`config.mk`:
```
export PLATFORM = sky130hd
export DESIGN_NAME = cmd_decoder
export DESIGN_NICKNAME = d
export VERILOG_FILES = /design/src/rtl/cmd_decoder.sv
export SDC_FILE = /design/constraint.sdc
export NUM_CORES = 1
export LEC_CHECK = 0
export CAP_MARGIN = 0
export CORE_ASPECT_RATIO = 1.5
export CORE_MARGIN = 4
export CORE_UTILIZATION = 49
export CTS_CLUSTER_DIAMETER = 40
export CTS_CLUSTER_SIZE = 14
export DETAILED_ROUTE_END_ITERATION = 10
export PLACE_DENSITY = 0.81
export SYNTH_ARGS = -nofsm -noshare
export SYNTH_HDL_FRONTEND = slang
export SYNTH_SLANG_ARGS = --single-unit
```
`constraint.sdc`:
```
create_clock -name clk -period 5.8 [get_ports clk]
set_input_delay 1.16 -clock clk [delete_from_list [all_inputs] [get_ports clk]]
set_output_delay 1.16 -clock clk [all_outputs]
set_load 0.02 [all_outputs]
```
`src/rtl/cmd_decoder.sv`:
```
// cmd_decoder: decodes ASCII command bytes into one-hot movement levels, holds the e-stop latch
// and echoes one ack byte per command. The link-loss watchdog is compiled in by `define CMD_WATCHDOG_EN.
module cmd_decoder #(
   parameter int unsigned TIMEOUT_CYCLES = 50_000_000
) (
   input  logic       clk,
   input  logic       rst,
   input  logic       rx_valid,
   input  logic [7:0] rx_data,
   output logic       tx_valid,
   output logic [7:0] tx_data,
   input  logic       tx_ready,
   output logic       fwd_out,
   output logic       bwd_out,
   output logic       left_out,
   output logic       right_out,
   output logic       stop_out,
   output logic       estop,
   output logic       timeout,
   output logic       ack_overrun
);

   localparam int unsigned BYTE_W = 8;
   localparam int unsigned CNT_W  = 32;

   localparam logic [BYTE_W-1:0] CH_F        = 8'h46;
   localparam logic [BYTE_W-1:0] CH_B        = 8'h42;
   localparam logic [BYTE_W-1:0] CH_L        = 8'h4C;
   localparam logic [BYTE_W-1:0] CH_R        = 8'h52;
   localparam logic [BYTE_W-1:0] CH_S        = 8'h53;
   localparam logic [BYTE_W-1:0] CH_X        = 8'h58;
   localparam logic [BYTE_W-1:0] CH_C        = 8'h43;
   localparam logic [BYTE_W-1:0] ACK_ESTOP   = 8'h21;
   localparam logic [BYTE_W-1:0] ACK_UNKNOWN = 8'h3F;
   localparam logic [BYTE_W-1:0] LOWER_A     = 8'h61;
   localparam logic [BYTE_W-1:0] LOWER_Z     = 8'h7A;
   localparam logic [BYTE_W-1:0] CASE_OFFSET = 8'h20;

   typedef enum logic [2:0] {
      ST_STOP,
      ST_FWD,
      ST_BWD,
      ST_LEFT,
      ST_RIGHT
   } state_t;

   state_t            r_state;
   state_t            w_next_state;
   logic              w_next_estop;
   logic [BYTE_W-1:0] w_upper;
   logic [BYTE_W-1:0] w_ack;
   logic              w_expire;

   // Fold lower-case letters onto upper case so decode is case-insensitive.
   always_comb begin
      w_upper = rx_data;
      if ((rx_data >= LOWER_A) && (rx_data <= LOWER_Z)) begin
         w_upper = rx_data - CASE_OFFSET;
      end
   end

   // Next command state, e-stop latch and ack byte; a received byte takes priority over expiry.
   always_comb begin
      w_next_state = r_state;
      w_next_estop = estop;
      w_ack        = rx_data;
      if (rx_valid) begin
         case (w_upper)
            CH_F: begin
               if (estop) w_ack = ACK_ESTOP;
               else       w_next_state = ST_FWD;
            end
            CH_B: begin
               if (estop) w_ack = ACK_ESTOP;
               else       w_next_state = ST_BWD;
            end
            CH_L: begin
               if (estop) w_ack = ACK_ESTOP;
               else       w_next_state = ST_LEFT;
            end
            CH_R: begin
               if (estop) w_ack = ACK_ESTOP;
               else       w_next_state = ST_RIGHT;
            end
            CH_S: begin
               w_next_state = ST_STOP;
            end
            CH_X: begin
               w_next_estop = 1'b1;
               w_next_state = ST_STOP;
            end
            CH_C: begin
               w_next_estop = 1'b0;
            end
            default: begin
               w_ack = ACK_UNKNOWN;
            end
         endcase
      end else if (w_expire) begin
         w_next_state = ST_STOP;
      end
      if (w_next_estop) begin
         w_next_state = ST_STOP;
      end
   end

`ifdef CMD_WATCHDOG_EN
   localparam logic [CNT_W-1:0] WD_LAST = CNT_W'(TIMEOUT_CYCLES - 1);

   logic [CNT_W-1:0] r_wd_cnt;

   assign w_expire = !rx_valid && (r_state != ST_STOP) && (r_wd_cnt == WD_LAST);

   // Counts idle cycles spent moving; expiry clears it, so it never wraps.
   always_ff @(posedge clk) begin
      if (rst || rx_valid || (r_state == ST_STOP) || w_expire) begin
         r_wd_cnt <= '0;
      end else begin
         r_wd_cnt <= r_wd_cnt + CNT_W'(1);
      end
   end
`else
   logic w_unused_timeout_cfg;

   assign w_unused_timeout_cfg = ^(CNT_W'(TIMEOUT_CYCLES));
   assign w_expire             = 1'b0;
`endif

   // Command register, registered one-hot decode and the ack handshake.
   always_ff @(posedge clk) begin
      if (rst) begin
         r_state     <= ST_STOP;
         fwd_out     <= 1'b0;
         bwd_out     <= 1'b0;
         left_out    <= 1'b0;
         right_out   <= 1'b0;
         stop_out    <= 1'b1;
         estop       <= 1'b0;
         timeout     <= 1'b0;
         tx_valid    <= 1'b0;
         tx_data     <= '0;
         ack_overrun <= 1'b0;
      end else begin
         r_state   <= w_next_state;
         fwd_out   <= (w_next_state == ST_FWD);
         bwd_out   <= (w_next_state == ST_BWD);
         left_out  <= (w_next_state == ST_LEFT);
         right_out <= (w_next_state == ST_RIGHT);
         stop_out  <= (w_next_state == ST_STOP);
         estop     <= w_next_estop;
         timeout   <= w_expire;
         if (rx_valid) begin
            tx_valid <= 1'b1;
            tx_data  <= w_ack;
            if (tx_valid && !tx_ready) begin
               ack_overrun <= 1'b1;
            end
         end else if (tx_ready) begin
            tx_valid <= 1'b0;
         end
      end
   end

endmodule

```
Word-level counts from Yosys, hierarchy flattened

Index checks and enable logic that the tools add are counted.

Register bits after elaboration: 19
Input bits: 12
Output and inout port bits: 17
Word-level logic and storage cells: 47

$add $sub $neg: 1
$lt $le $gt $ge: 2
Equality and inequality tests: 11
Multiplexer cells: 14
Reduce and logical (&&, ||, !) cells: 9

Operators with widths:

| operator                                            | number |
|---|---|
| equality test 8 x 7 -> 1 bit, second input constant | 7 |
| two-way mux 3 bit                                   | 6 |
| two-way mux 8 bit                                   | 2 |
| one-hot mux 8 bit (2 select lines)                  | 1 |
| one-hot mux 3 bit (5 select lines)                  | 1 |
| >= comparator 8 x 7 -> 1 bit, second input constant | 1 |
| <= comparator 8 x 7 -> 1 bit, second input constant | 1 |
| subtractor 8 x 6 -> 8 bit, second input constant    | 1 |
| equality test 3 x 2 -> 1 bit, second input constant | 2 |
| OR reduction 4 bit                                  | 1 |
| equality test 3 x 1 -> 1 bit, second input constant | 1 |
| equality test 3 bit, second input constant          | 1 |
| zero test 3 bit                                     | 1 |
| two-way mux 1 bit                                   | 3 |
| OR reduction 3 bit                                  | 1 |
| logical AND 1 bit                                   | 2 |
| one-hot mux 1 bit (2 select lines)                  | 1 |
| AND reduction 2 bit                                 | 1 |
| nonzero test 2 bit                                  | 1 |
| OR reduction 2 bit                                  | 1 |
| zero test 1 bit                                     | 1 |

Depth between registers and ports, before layout

Word-level depth: 9
Gate-level depth with buffers: 8
Gate-level depth less buffers: 8

Least setup slack after synthesis

Ideal clock, no wire load.

Path kind: input port to flip-flop
Start point: input rx_data[5]
End point: register stop_out
Library setup time: 0.096 ns
Arrival: 3.050 ns
Required time: 5.704 ns
Setup slack: 2.654 ns
Cell stages on the path: 8
Path through: inv_1 > ha_1 > o21ai_0 > nand4b_1 > or2_0 > or3_4 > a211o_1 > o41ai_2

Word-level cells in the longest chain between the ends: 9

RTL lines:

| element                                                                      | line | source |
|---|---|---|
| start, declared                                                              | 9    | `input logic [7:0] rx_data,` |
| >= comparator 8 x 7 -> 1 bit or <= comparator 8 x 7 -> 1 bit (tied branches) | 57   | `if ((rx_data >= LOWER_A) && (rx_data <= LOWER_Z)) begin` |
| logical AND 1 bit                                                            | 57   |  |
| two-way mux 8 bit *                                                          | 57   |  |
| equality test 8 x 7 -> 1 bit                                                 | 68   | `case (w_upper)` |
| OR reduction 2 bit (no line)                                                 | --   |  |
| one-hot mux 3 bit (5 select lines)                                           | 68   |  |
| two-way mux 3 bit                                                            | 67   | `if (rx_valid) begin` |
| two-way mux 3 bit *                                                          | 102  | `if (w_next_estop) begin` |
| zero test 3 bit *                                                            | 149  | `stop_out <= (w_next_state == ST_STOP);` |
| end signal, assigned                                                         | 149  |  |
| end, declared                                                                | 17   | `output logic stop_out,` |

Mark *: on every way between the ends. The rest lies on a longest branch, timed or not.
A chain may end at the register's enable or synchronous reset.

Worst setup path in the final report

Same ends and word-level chain as after synthesis.

==> impl_metrics.yaml <==
sta:
  hold_viol: 0
  slew_viol_final: 0
  holdWs_ps: 482
  skew_ps: 5.51
  fin_setup_tns_ps: 0
  period_share_pct: 61.7
  finalCriticalPeriod_ps: 3580
  fin_ws_ps: 2220
  worst_pin_slew_ps: 587
  max_freq_ghz: 0.280
  slew_headroom_pct: 60.6
  setup_viol: 0
  rsz0062_at_grt: "no"
placed_design:
  post-place-ws_ps: 1920
  dp_cells: 163
  postPlaceCellArea_sq_mm: 0.00125
  hpwl_um: 1920
  portBuffers: 27
  gp_congestion: 0.912
synthesis:
  synthCells: 122
  synthArstFlopShare_pct: 0
  synth-seq-cells: 19
  syn_area_sq_um: 991
  yosys_most_used_dff: "dfxtp_1"
  synth.distinct_cells: 43
  postSynthAreaPerCell_sq_um: 8.12
  syn_nets: 135
  synth_edf_count: 0
  seq_area_frac_synth_pct: 38.4
  yosys_warnings: 0
finish:
  drive_gt1_share_pct: 4.79
  final_common_cell: "clkdlybuf4s50_1"
  max_flop_register: "tx_data"
  final_cell_mix: "clkdlybuf4s50_1, nor2_1, dfxtp_1"
  diodes: 0
  layout.cells.non_filler: 167
  fin_util_pct: 68.1
  nFillCells: 173
  reg.largest.list: "tx_data (8), r_state (3)"
  stdcell_area_sq_mm: 0.00128
  final_nets: 160
  area_growth_pct: 29.0
  largest_reg_flops: 8
grt:
  grt_max_degree: 15
  grt-ovfl-total: 0
  grt_pass1_vias: 953
  grt_pass1_wl_um: 4040
  grt_usage_pct: 18.4
  antenna_found_initial: 0
setup_path:
  crit_required_ps: 6010
  rr_startpoint: "estop"
  reg2regPathDepth: 6
  crit_start: "rx_data[5]"
  crit_fanout: 6
  cp-end-kind: "register"
  startpoint_type: "input pin"
  critical_path_class: "input pin to register"
  worstPathArrival_ps: 3790
route:
  via_per_inst: 5.90
  drtAntennaViolNets: 0
  vias: 985
  drtIter0Drc: 34
  drc: 0
  dr.pass1.iters: 4
  wl_per_cell_um: 14.5
  wl_um: 2420
hold_path:
  holdCritPathClass: "register to register"
  min_from: "tx_data[7]"
  whs_path_depth: 1
flow_run:
  maxCapViolCount: 0
floorplan:
  initial_core_util_pct: 52.8
  core-area_sq_mm: 0.00188
  die_w_um: 44.7
  num_rows: 19
  die_h_um: 63.1
  dieArea_sq_mm: 0.00282
  ios: 29
clocking:
  cts_buffer_depth: 2
  insertion_delay_ps: 300
  cts.clk_slew.worst_paths_ps: 110
  cts_tree: "yes"
  cts_root_buf: "clkbuf_4"
  ctsHtreeMaxLevel: 1
  numCtsBuffers: 3
  post-cts-setup-buffers: 0
  cts_resized: 0
  ctsHoldBuffers: 0
  cts_num_sinks: 19
power_and_ir_drop:
  p_leak_nw: 0.499
  vdd_drop_max_uv: 195
  p_total_uw: 251
  power.density_mw_per_mm2: 196
status:
  status: "complete, no violations"
==> report_power, final <==
group          switching (mW)  internal [mW]
Sequential            0.00201          0.135
Clock                  0.0415         0.0257
Combinational          0.0256         0.0217
==> kinds of logic (layout without fill, tap and decap cells) <==
kind of cell	count (synthesis)	after routing	share of synthesized area, %
flops	19	19	38.4
other cells	1	1	0.378
buf+inv	13	37	5.93
simple gates	56	56	30.6
fa+ha+maj	1	1	1.26
compound gates	32	32	23.5
==> Yosys cell counts (2+ instances only) <==
cell / instances / area share, %
nand2_1: 6 / 2.3
inv_1: 6 / 2.3
clkbuf_1: 3 / 1.1
nand3_1: 2 / 1.0
nor3_1: 4 / 2.0
o21ai_0: 2 / 1.0
nor2_1: 21 / 8.0
nor2b_1: 2 / 1.3
or3b_1: 2 / 1.8
buf_4: 2 / 1.5
dfxtp_1: 19 / 38
o21a_1: 3 / 2.3
nand3b_1: 4 / 3.0
and2_1: 2 / 1.3
buf_2: 2 / 1.0
a21oi_1: 9 / 4.5
a211oi_1: 5 / 3.8
nand2b_1: 3 / 1.9
==> final cells by class <==
class	instances	area (sq um)	area share (%)
Clock buffer	3	22.5	1.76
Multi-Input combinational cell	90	552	43.2
Clock inverter	1	5.00	0.391
Sequential cell	19	380	29.7
Timing Repair Buffer	27	270	21.1
Tap cell	21	26.3	2.05
Inverter	6	22.5	1.76
==> final timing paths <==
kind                              endpoint  slack, ps
worst max-delay path              stop_out       2220
worst min-delay path            tx_data[7]        480
worst max register to register    stop_out       3970
worst min register to register  tx_data[7]        480
==> per-layer routing <==
layer | vias up | global-route usage [%] | share of wire, %
met5 | - | 0 | 0
met3 | 8 | 3.70 | 7.3
met2 | 37 | 33.8 | 57
met1 | 459 | 18.7 | 33
li1 | 481 | - | -
met4 | 0 | 8.30 | 2.2
==> worst max-delay path, cell delays in order <==
cell             delay, ps
clkdlybuf4s50_1        510
inv_1                   70
ha_1                   280
o21ai_0                230
nand4b_1               160
or2_0                  300
or3_4                  420
a211o_1                370
o41ai_2                280
Note: power is estimated with default switching activity, not from simulation.
